$ cat src/rtl/alu_pkg.sv
// Shared opcode encoding and operand width for the 4-bit ALU slice.
package alu_pkg;
  localparam int ALU_W = 4;

  typedef enum logic [2:0] {
    ALU_ADD = 3'b000,
    ALU_SUB = 3'b001,
    ALU_AND = 3'b010,
    ALU_OR  = 3'b011,
    ALU_XOR = 3'b100,
    ALU_NOT = 3'b101,
    ALU_SHL = 3'b110,
    ALU_SHR = 3'b111
  } alu_op_e;
endpackage

$ cat src/rtl/alu_4bit_core.sv
// Combinational opcode decode and datapath; f carries carry/borrow/shift-out in its MSB.
module alu_4bit_core
  import alu_pkg::*;
#(
  parameter int WIDTH = ALU_W
) (
  input  logic [WIDTH-1:0] a,
  input  logic [WIDTH-1:0] b,
  input  logic [2:0]       opcode,
  output logic [WIDTH:0]   f,
  output logic             zero
);
  logic [WIDTH:0] ax, bx;

  assign ax = {1'b0, a};
  assign bx = {1'b0, b};

  // SUB wraps in WIDTH+1 bits, so the MSB reads as a borrow whenever a < b.
  always_comb begin
    f = '0;
    case (alu_op_e'(opcode))
      ALU_ADD: f = ax + bx;
      ALU_SUB: f = ax - bx;
      ALU_AND: f = ax & bx;
      ALU_OR:  f = ax | bx;
      ALU_XOR: f = ax ^ bx;
      ALU_NOT: f = {1'b0, ~a};
      ALU_SHL: f = {a, 1'b0};
      ALU_SHR: f = {1'b0, a >> 1};
    endcase
  end

  assign zero = (f == '0);
endmodule

$ cat src/rtl/alu_4bit.sv
// Enable-gated result register around the ALU core; one-cycle latency.
module alu_4bit
  import alu_pkg::*;
#(
  parameter int WIDTH = ALU_W
) (
  input  logic             clk,
  input  logic             rst,
  input  logic [WIDTH-1:0] a,
  input  logic [WIDTH-1:0] b,
  input  logic [2:0]       opcode,
  input  logic             en,
  output logic [WIDTH:0]   result,
  output logic             valid,
  output logic             zero
);
  logic [WIDTH:0] f;
  logic           f_zero;

  alu_4bit_core #(.WIDTH(WIDTH)) u_core (
    .a      (a),
    .b      (b),
    .opcode (opcode),
    .f      (f),
    .zero   (f_zero)
  );

  // Result and zero hold while disabled; valid only marks the cycle after a capture.
  always_ff @(posedge clk or posedge rst) begin
    if (rst) begin
      result <= '0;
      zero   <= 1'b0;
      valid  <= 1'b0;
    end else begin
      valid <= en;
      if (en) begin
        result <= f;
        zero   <= f_zero;
      end
    end
  end
endmodule

$ cat config.mk
export PLATFORM = sky130hd
export DESIGN_NAME = alu_4bit
export DESIGN_NICKNAME = d
export VERILOG_FILES = /design/src/rtl/alu_pkg.sv /design/src/rtl/alu_4bit_core.sv /design/src/rtl/alu_4bit.sv
export SDC_FILE = /design/constraint.sdc
export NUM_CORES = 1
export LEC_CHECK = 0
export ABC_CLOCK_PERIOD_IN_PS = 1200
export CORE_MARGIN = 8
export CORE_UTILIZATION = 45
export CTS_CLUSTER_DIAMETER = 120
export CTS_CLUSTER_SIZE = 28
export DETAILED_ROUTE_END_ITERATION = 8
export GPL_TIMING_DRIVEN = 1
export PLACE_DENSITY = 0.82
export SKIP_CTS_REPAIR_TIMING = 1
export SYNTH_ARGS = -nofsm -noshare
export SYNTH_HDL_FRONTEND = slang
export SYNTH_HIERARCHICAL = 1
export SYNTH_SLANG_ARGS = --single-unit
$ cat constraint.sdc
create_clock -name clk -period 1.2 [get_ports clk]
set_input_delay 0.24 -clock clk [delete_from_list [all_inputs] [get_ports clk]]
set_output_delay 0.24 -clock clk [all_outputs]
set_load 0.01 [all_outputs]
Word-level counts from Yosys, hierarchy flattened
Cells that the tools add are included.
{"block": "totals", "rom_bits": 0, "ramBits": 0, "mem_count": 0, "output_inout_bits": 7, "inputBits": 14, "register_bits": 7, "elab_cells": 19, "latch_bits": 0}
{"block": "op_classes", "magnitude_cmp": 0, "reduce_logical": 2, "bitwise_logic": 4, "mux": 1, "n_div": 0, "eq_ne": 7, "n_mul": 0, "add_sub_neg": 2, "shift": 0}
{"operator": "$pmux W5 S8", "n": 1}
{"operator": "$eq A3 B3 Y1 const B", "n": 4}
{"operator": "$eq A3 B2 Y1 const B", "n": 2}
{"operator": "$add A4 B4 Y5", "n": 1}
{"operator": "$logic_not A5 Y1", "n": 1}
{"operator": "$sub A4 B4 Y5", "n": 1}
{"operator": "$and A4 B4 Y4", "n": 1}
{"operator": "$not A4 Y4", "n": 1}
{"operator": "$or A4 B4 Y4", "n": 1}
{"operator": "$xor A4 B4 Y4", "n": 1}
{"operator": "$eq A3 B1 Y1 const B", "n": 1}
{"operator": "$logic_not A3 Y1", "n": 1}

Logic depth before layout (Yosys ltp)
Gate-level depths: netlist of the first run.
{"block": "logic_depth", "depth_word": 3, "ltp_mapped": 11, "ltp_nobuf": 11}

Cells and area by module
The synthesis of the first run kept the hierarchy.
{"module": "alu_4bit_core", "cells_per_inst": 81, "seq_area_each_um2": 0.0, "instances": 1, "area_each_um2": 624.3}
{"module": "alu_4bit", "cells_per_inst": 15, "seq_area_each_um2": 175.2, "instances": 1, "area_each_um2": 280.3}

Worst setup path before layout of the first run
Ideal clock, no wire load.
{"block": "synth_path", "path_kind": "input-to-reg", "startpoint": "input port opcode[2]", "endpoint": "register zero", "n_path_buf": 1, "t_arrival_ps": 2315, "required_time_ps": 1136, "setup_ps": 64, "path_slack_ps": -1179, "stages": 11, "cell_sequence": "buf_2 nor2_1 nand2_1 mux2i_1 fa_1 a21o_1 a21oi_2 nor4_1 or3_4 nor4b_2 mux2_4"}
{"block": "synth_via", "elab_chain_cells": 3, "word_cells_on_any_way": 10, "classes_between": "7 x eq/ne; 1 x mux; 2 x reduce/logical"}
{"item": "from (decl)", "line": "alu_4bit.sv:11", "rtl": "input logic [2:0] opcode,"}
{"item": "$eq A3 B3 Y1, or another cell as far along", "line": "alu_4bit_core.sv:21", "rtl": "case (alu_op_e'(opcode))"}
{"item": "$pmux W5 S8 (*)", "line": "alu_4bit_core.sv:21"}
{"item": "named net f[4]", "line": "alu_4bit.sv:17", "rtl": "logic [WIDTH:0] f;"}
{"item": "$logic_not A5 Y1 (*)", "line": "alu_4bit_core.sv:33", "rtl": "assign zero = (f == '0);"}
{"item": "named net f_zero", "line": "alu_4bit.sv:18", "rtl": "logic f_zero;"}
{"item": "to (signal assigned)", "line": "alu_4bit.sv:38", "rtl": "zero <= f_zero;"}
{"item": "to (decl)", "line": "alu_4bit.sv:15", "rtl": "output logic zero"}
Mark *: on every way through the listed nets, which the timed path passes. The rest lies on a longest branch.
A chain may end at the register's enable or synchronous reset.

Final worst setup path of the first run
Same ends and word-level chain as after synthesis.

==> impl_results.md, run 1 <==
- Status: complete, but fails checks
- Failing checks: negative setup slack
- Arrival time at the worst endpoint: 2.49 ns
- Final setup violation count: 5
- DR iter-0 viols: 29
- Antenna Cells: 0
- Buffers on Ports: 20
- Final worst path period share: 1.911
- Post-synthesis sequential area ratio: 0.1936
- RSZ-0062 raised after global routing: yes
- Area grow syn2layout: 69.16%
- Post-Syn Instances: 96
- Top layer reached by signal wires: met4
- Gpl congestion: roughly 0.84
- Hold WC Path Type: in2async
- Worst setup SP type: input port
- Routed WL per cell: ~17 um
- Worst-Margin Slew: between 0.3 and 0.4 ns
- Setup Crit Path Kind: in2reg
- Die height: about 60 um
- Register-to-Register Path Depth: 1
- Die ar.: 3701 um2
- Core box area: 1922 um2
- CP bufs+invs: 1
- Hold slack: 0.2253 ns
- Final min period: roughly 2.3 ns
- Leak: between 0.8 and 0.9 nW
- Pin count of the biggest net entering global routing: 19
- Fin. Hold Viols: 0
- Via count: 924
- Vias in the first global route: between 800 and 900
- Grt total ovfl: 0
- Fmax: ~440 MHz
- Most common cell after layout, fill and taps aside: buf_4
- Post-layout util: 0.7962
- Clk Tree Root Cell: clkbuf_4
- Switching pwr: roughly 380 uW
- Max incr delay on CP: a little under 0.4 ns
- Critical Path Fanout Max: 4
- Sw Share: 0.3341
- CTS tree: done
- Row count: 16
- Vias per inst: 5.372
- P_int: roughly 760 uW
- Pwr Density: between 700 and 800 nW/um2
- H-Tree Depth: 1
- Leading area contributor after synthesis: dfrtp_1
- Ranking of synthesized cells by area: dfrtp_1, ha_1, mux2_4
- Reg2Reg Setup Slack: approximately 0.43 ns
- Design Power: 1.148 mW
- Top-area cell type share of the netlist area: 0.1936
- GRT Total Usage: 0.1308
- Met2 wire len: between 1.5 and 2 mm
- Layout cells sized above 1: 0.5103
- First-pass GRT wire length: about 3.7 mm
- Dpl hpwl: just under 2 mm
- DP Worst Slack: -1.648 ns
- Initial Utilization: 0.4707
- Worst path required time: between 1 and 1.5 ns
- Final Skew: 0 ns
- Peak VDD IR: around 400 uV
- Distinct cells, synth: 38
- Die width: 60.84 um
- Reg2reg start: result[3]$_DFFE_PP0P_
- Worst setup EP type: flop
- Setup_tns: -4.043 ns
- Max_slew headroom: 0.7524
- Met1 wire length: around 1.1 mm
- Met3 wire length: around 110 um
- Synth Register Bits: 7
- Synthesis warning total: 6
- Ports: 21
- Worst setup margin: -1.093 ns
- Maximum clock insertion buffer count: 2
- Syn Std Cell Area: 904.6 um2
- CP startpoint: opcode[2]
- Worst r2r dst: result[3]$_DFFE_PP0P_
- Clock latency on the worst-skew pair: around 0.25 ns
- Combinational Power Share: 0.564
- Multi-input gate area: ~760 um2
- FF+latch area: roughly 180 um2
- CP dominant cell by count: a21oi_2
- Slowest-stage cell, CP: or3_4
- Syn Area/Cell: approximately 9.4 um2
- Cell family with most CP delay: simple AND/OR/NAND/NOR gates
- # clock sinks: 7
- CP cell instances: buf_8 -> nor2_4 -> a21oi_2 -> xnor2_1 -> ha_1 -> a21o_1 -> a21oi_2 -> nor4_1 -> or3_4 -> nor4b_4 -> mux2_4
- Final WL: 2.881 mm
- Clock share of power: 0.182
- Commonest cells after routing, fill and taps aside: buf_4, ha_1, dlymetal6s2s_1
- Num CTS Buffers: 3
- Sequential share of power: 0.254
- Final Max Slew Viols: 0
- Syn nets: between 100 and 150
- Antenna viol nets, final: 0
- Max cap viols: 0
- Initial antenna violation count: 0
- Final Net Count: about 170
- DRC: 0
- Filler Cell Count: between 100 and 150
- Clock-pin slew on the worst setup and hold paths: 0.05 ns
- Drt pass-1 iters: 4
-- flip-flops by register name, indices dropped and copies added, names as in the netlist --
name	flops
result	5
valid	1
zero	1
-- cells by family (layout without fill, tap and decap cells) --
kind of cell    Yosys count  after routing  share of synthesized area
fa+ha+maj                14             14                     0.2019
compound gates           21             21                     0.1701
simple gates             25             25                     0.1660
xor+xnor                  4              4                    0.03873
flops                     7              7                     0.1936
mux                       9              9                     0.1328
buf+inv                  16             65                    0.09681
-- worst max path at each step --
stage,slack (ns),endpoint,cells after the start
finish,-1.09,zero$_DFFE_PP0P_,11
global route,-1.20,zero$_DFFE_PP0P_,11
CTS,-1.38,zero$_DFFE_PP0P_,11
detailed placement,-1.65,zero$_DFFE_PP0P_,11
global placement,-1.57,zero$_DFFE_PP0P_,11
floorplan,-1.04,zero$_DFFE_PP0P_,11
-- power by group through the flow --
stage	registers (mW)	logic, mW	clock network, mW
finish	0.291	0.647	0.209
global route	0.296	0.700	0.226
floorplan	0.310	0.283	0
global placement	0.294	0.504	0
detailed placement	0.297	0.528	0
CTS	0.293	0.529	0.220
-- final cells by class --
cell class              count  area share
multi-input cells          73      0.4963
well taps                  27     0.02208
flip-flops and latches      7      0.1145
inverters                  11     0.03025
clock buffers               4     0.01717
repair buffers             50      0.3197
-- cells in the mapped netlist --
cell type / count
ha_1: 13
inv_1: 10
dfrtp_1: 7
mux2_4: 6
nor2_1: 6
nand2_1: 4
a211oi_1: 3
a21oi_1: 3
buf_6: 3
mux2i_1: 3
nor2b_1: 3
a21o_1: 2
a31oi_1: 2
nand2b_1: 2
nand3_1: 2
o211a_1: 2
o21ai_0: 2
xnor2_1: 2
xor2_1: 2
a211o_1: 1
a21oi_2: 1
a221oi_1: 1
and2b_1: 1
and3_4: 1
buf_2: 1
buf_4: 1
fa_1: 1
inv_2: 1
nand3b_1: 1
nor4_1: 1
nor4b_2: 1
o211ai_1: 1
o221ai_1: 1
o31ai_1: 1
o32ai_1: 1
or2_1: 1
or2_2: 1
or3_4: 1
-- stage by stage --
step,cells,cell area (um2)
2_1_floorplan,96,939.7
3_3_place_gp,160,1274
3_5_place_dp,160,1274
4_1_cts,164,1300
5_1_grt,172,1530
6_report,172,1530
-- layer usage --
metal | vias to the layer above | track usage
met4 | 0 | 0.06312
li1 | 437 | -
met1 | 440 | 0.1346
met5 | - | 0
met2 | 36 | 0.2519
met3 | 11 | 0.01483
No activity file was read; power rests on OpenSTA's default activity.
==> run 2: changes to the inputs <==
--- a/config.mk
+++ b/config.mk
@@ -7,12 +7,12 @@
 export LEC_CHECK = 0
 export ABC_CLOCK_PERIOD_IN_PS = 1200
 export CORE_MARGIN = 8
-export CORE_UTILIZATION = 45
+export CORE_UTILIZATION = 53
 export CTS_CLUSTER_DIAMETER = 120
 export CTS_CLUSTER_SIZE = 28
 export DETAILED_ROUTE_END_ITERATION = 8
 export GPL_TIMING_DRIVEN = 1
-export PLACE_DENSITY = 0.82
+export PLACE_DENSITY = 0.93
 export SKIP_CTS_REPAIR_TIMING = 1
 export SYNTH_ARGS = -nofsm -noshare
 export SYNTH_HDL_FRONTEND = slang
==> run 2 against run 1 <==
Net effect: the run still ends with negative setup slack left; combinational power decreased by 3.2%; via count up 4.8%; clock power is essentially flat; sequential share of layout area grew 0.60 points; clock-buffer cell count unchanged; die area decreased by 11%; critical path type unchanged; critical endpoint unchanged.
==> impl_results.md, run 2 (synthesized netlist as in run 1, its figures left out) <==
- Placed Cells: about 150
- Worst path required time: about 1.4 ns
- Num CTS Buffers: 3
- Max incr delay on CP: between 0.3 and 0.4 ns
- Arrival time at the worst endpoint: 2.39 ns
- Max_slew headroom: 0.8185
- Routed WL per cell: slightly below 20 um
- Worst setup margin: -0.9971 ns
- H-Tree Depth: 1
- Die height: approximately 57 um
- Maximum clock insertion buffer count: 2
- Status: complete, but fails checks
- Biggest register: result
- Drt pass-1 iters: 4
- Setup_tns: -3.797 ns
- Core box area: roughly 1700 um2
- Top layer reached by signal wires: met4
- CP cell instances: clkbuf_2 -> nor2_4 -> a21oi_2 -> xnor2_1 -> ha_1 -> a21o_1 -> a31oi_1 -> xor2_1 -> o221ai_2 -> nor4b_4 -> mux2_4
- Failing checks: negative setup slack
- Fin cells: 159
- Fmax: between 400 and 500 MHz
- Met3 wire length: 130 um
- Initial antenna violation count: 0
- Dpl hpwl: roughly 1.9 mm
- DP Worst Slack: -1.666 ns
- GRT Total Usage: 0.1365
- Die ar.: between 3000 and 4000 um2
- Clock-pin slew on the worst setup and hold paths: about 0.05 ns
- Max cap viols: 0
- Met2 wire len: 1.662 mm
- Gpl congestion: roughly 0.84
- Critical Path Fanout Max: 4
- Pwr Density: between 700 and 800 nW/um2
- Filler Cell Count: 83
- Ports: 21
- Slowest-stage cell, CP: ha_1
- # clock sinks: 7
- Row count: 15
- Clk Tree Root Cell: clkbuf_4
- Vias in the first global route: 879
- Commonest cells after routing, fill and taps aside: buf_4, dlymetal6s2s_1, ha_1
- Worst setup SP type: input port
- Leak: approximately 0.79 nW
- Final min period: ~2.2 ns
- Layout cells sized above 1: 0.5000
- Clock latency on the worst-skew pair: 0.25 ns
- Grt total ovfl: 0
- Vias per inst: 6.088
- First-pass GRT wire length: around 3.6 mm
- Final Max Slew Viols: 0
- Area grow syn2layout: 60.72%
- Max FFs per register: 5
- Fin. Hold Viols: 0
- Final WL: 3.055 mm
- Most common cell after layout, fill and taps aside: buf_4
- Final worst path period share: 1.831
- Worst-Margin Slew: about 0.27 ns
- Final setup violation count: 6
- Peak VDD IR: ~450 uV
- Design Power: 1.130 mW
- Largest regs: result (5), valid (1), zero (1)
- Final Net Count: approximately 170
- Setup Crit Path Kind: in2reg
- Antenna Cells: 0
- Via count: 968
- Worst setup EP type: flop
- Final Skew: 0 ns
- Met1 wire length: about 1.2 mm
- Initial Utilization: 0.5416
- Hold slack: 0.2164 ns
- Die width: between 50 and 60 um
- DRC: 0
- Buffers on Ports: 20
- Antenna viol nets, final: 0
- RSZ-0062 raised after global routing: yes
- Pin count of the biggest net entering global routing: 19
- DR iter-0 viols: 23
- CTS tree: done
- Hold WC Path Type: in2async
==> run 2: cell count changes in the layout (fill, tap and decap cells not counted), sizes merged <==
cell           before  now
buf                34   33
clkdlybuf4s50       5    4
clkbuf              7    5
dlymetal6s2s        8    9
==> run 2: critical path: cells and delay by family <==
| kind | cells | cell delay (ns) |
|---|---|---|
| xor+xnor | 2 | 0.37 |
| compound gates | 4 | 0.68 |
| buf+inv | 1 | 0.11 |
| fa+ha+maj | 1 | 0.37 |
| mux | 1 | 0.18 |
| simple gates | 2 | 0.44 |
==> run 2: area by class of cell <==
cell class / count / area [um2] / share of cell area
well taps: 17 / 21.27 / 0.01463
multi-input cells: 73 / 744.5 / 0.5120
inverters: 11 / 46.29 / 0.03184
flip-flops and latches: 7 / 175.2 / 0.1205
repair buffers: 47 / 440.4 / 0.3029
clock buffers: 4 / 26.28 / 0.01807
==> run 2: where the power goes <==
part	total [mW]	switching (mW)	internal, mW
logic	0.626	0.290	0.337
clock network	0.211	0.0845	0.127
registers	0.292	0.0203	0.272
total	1.13	0.394	0.735
==> run 2: routing by layer <==
| layer | vias up | track usage |
|---|---|---|
| li1 | 433 | - |
| met1 | 468 | 0.1490 |
| met2 | 53 | 0.2351 |
| met3 | 14 | 0.01794 |
| met4 | 0 | 0.1000 |
| met5 | - | 0 |
==> run 2: worst paths after layout <==
path	from	to	slack [ns]	cells after the start
setup / recovery	opcode[1]	zero$_DFFE_PP0P_	-1.0	11
hold / removal	rst	zero$_DFFE_PP0P_	0.22	2
setup reg to reg	result[1]$_DFFE_PP0P_	result[1]$_DFFE_PP0P_	0.41	1
hold reg to reg	zero$_DFFE_PP0P_	zero$_DFFE_PP0P_	0.50	1
max in group asynchronous	rst	result[1]$_DFFE_PP0P_	0.77	2
min in group clk	zero$_DFFE_PP0P_	zero$_DFFE_PP0P_	0.50	1
==> run 2: through the flow <==
step | instance area [um2] | util
floorplan | 939.7 | -
global placement | 1246 | 0.7461
detailed placement | 1246 | 0.7461
CTS | 1272 | 0.7618
global route | 1454 | 0.8704
finish | 1454 | 0.8704
==> run 3: changes to the inputs <==
--- a/config.mk
+++ b/config.mk
@@ -13,6 +13,7 @@
 export DETAILED_ROUTE_END_ITERATION = 8
 export GPL_TIMING_DRIVEN = 1
 export PLACE_DENSITY = 0.93
+export SETUP_SLACK_MARGIN = 0.15
 export SKIP_CTS_REPAIR_TIMING = 1
 export SYNTH_ARGS = -nofsm -noshare
 export SYNTH_HDL_FRONTEND = slang
==> run 3 against run 2 <==
Net effect: the flow still finishes with violations (negative setup slack); sequential cell count unchanged; global-route usage increased by 1.1 points; critical path type unchanged; clock-buffer cell count unchanged; fmax decreased by 1.7%; sequential share of layout area increased by 0.14 points; largest power group unchanged; worst hold slack got worse by 0.013 ns.
==> impl_results.md, run 3 (synthesized netlist as in run 1, its figures left out) <==
- Max_slew headroom: 0.7937
- Final WL: just over 3 mm
- Drt pass-1 iters: 4
- Design Power: around 1.1 mW
- Maximum clock insertion buffer count: 2
- Final worst path period share: 1.862
- Placed Cells: ~150
- Cell area after placement: roughly 1200 um2
- Clk Tree Root Cell: clkbuf_4
- CP cell instances: clkdlybuf4s50_1 -> inv_1 -> xnor2_1 -> ha_1 -> a21oi_2 -> nor4_2 -> or3_4 -> nor4b_4 -> mux2_4
- DRC: 0
- Max FFs per register: 5
- Initial Utilization: 0.5416
- Worst path required time: approximately 1.4 ns
- Most common cell after layout, fill and taps aside: buf_4
- Initial antenna violation count: 0
- Max cap viols: 0
- Critical Path Fanout Max: 2
- Post-route cell area: 1438 um2
- Antenna Cells: 0
- Hold slack: about 0.2 ns
- Leak: around 0.74 nW
- Die ar.: around 3300 um2
- Post-layout util: 0.8607
- Register-to-Register Path Depth: 1
- Die width: ~57 um
- Grt total ovfl: 0
- Pin count of the biggest net entering global routing: 19
- Fmax: approximately 450 MHz
- Final Skew: 0 ns
- Pwr Density: 792.5 nW/um2
- Cell family with most CP delay: simple AND/OR/NAND/NOR gates
- Max incr delay on CP: 0.51 ns
- Final Net Count: 175
- Filler Cell Count: 81
- H-Tree Depth: 1
- Core box area: between 1500 and 2000 um2
- Failing checks: negative setup slack
- Gpl congestion: roughly 0.83
- Ports: 21
- CTS tree: done
- First-pass GRT wire length: 3.850 mm
- Fin cells: 163
- RSZ-0062 raised after global routing: yes
- Clock-pin slew on the worst setup and hold paths: 0.05 ns
- Worst setup margin: -1.035 ns
- # clock sinks: 7
- Worst-Margin Slew: between 0.3 and 0.4 ns
- Largest regs: result (5), valid (1), zero (1)
- Worst r2r dst: result[1]$_DFFE_PP0P_
- Reg2Reg Setup Slack: 0.43 ns
- Setup_tns: -4.045 ns
- Multi-input gate area: between 700 and 800 um2
- Slowest-stage cell, CP: clkdlybuf4s50_1
- Status: complete, but fails checks
- Setup Crit Path Kind: in2reg
- FF+latch area: about 180 um2
- Num CTS Buffers: 3
- Layout cells sized above 1: 0.5411
- Dpl hpwl: roughly 2.0 mm
- Final Max Slew Viols: 0
- CP bufs+invs: 2
- CP Depth: 9
- Final min period: about 2.2 ns
- Worst setup SP type: input port
- GRT Total Usage: 0.1477
- Vias in the first global route: about 920
- Die height: 57.32 um
- Via count: ~970
- Hold WC Path Type: in2async
- Worst setup EP type: flop
- DR iter-0 viols: 36
- Antenna viol nets, final: 0
- Buffers on Ports: 20
- DP Worst Slack: -1.695 ns
- Peak VDD IR: 459.9 uV
- Biggest register: result
- Reg2reg start: result[1]$_DFFE_PP0P_
- Final setup violation count: 6
- Routed WL per cell: around 19 um
- Row count: 15
- Arrival time at the worst endpoint: around 2.4 ns
- Commonest cells after routing, fill and taps aside: buf_4, ha_1, clkbuf_2
- Vias per inst: around 6
- Clock latency on the worst-skew pair: roughly 0.25 ns
- Fin. Hold Viols: 0
- Area grow syn2layout: 58.92%
## run 3: changes by cell type in the layout (fill, tap and decap cells not counted), sizes merged
cell,previous run,this run
buf,33,35
dlymetal6s2s,9,3
clkbuf,5,13
## run 3: worst max-delay path by stage
stage,startpoint,end,slack (ns)
after global routing,b[0],zero$_DFFE_PP0P_,-1.11
final,b[3],zero$_DFFE_PP0P_,-1.03
after global placement,b[0],zero$_DFFE_PP0P_,-1.56
after floorplan,opcode[1],zero$_DFFE_PP0P_,-1.04
after CTS,b[0],zero$_DFFE_PP0P_,-1.44
after detailed placement,b[0],zero$_DFFE_PP0P_,-1.69
## run 3: power breakdown
| group | internal, mW | total (mW) | switching (mW) |
|---|---|---|---|
| Sequential | 0.272 | 0.294 | 0.0218 |
| Combinational | 0.334 | 0.629 | 0.295 |
| Clock | 0.127 | 0.217 | 0.0897 |
| Total | 0.733 | 1.14 | 0.406 |
## run 3: routing by layer
| metal | vias to the layer above | global-route usage | wire length, um |
|---|---|---|---|
| met5 | - | 0 | 0 |
| met4 | 0 | 0.1179 | 163 |
| met3 | 21 | 0.02691 | 150 |
| met2 | 48 | 0.2721 | 1586 |
| met1 | 458 | 0.1390 | 1175 |
| li1 | 438 | - | - |
## run 3: area by class of cell
class,instances,area share
clock buffers,4,0.01828
inverters,11,0.03394
multi-input cells,73,0.5170
flip-flops and latches,7,0.1218
well taps,17,0.01480
repair buffers,51,0.2942
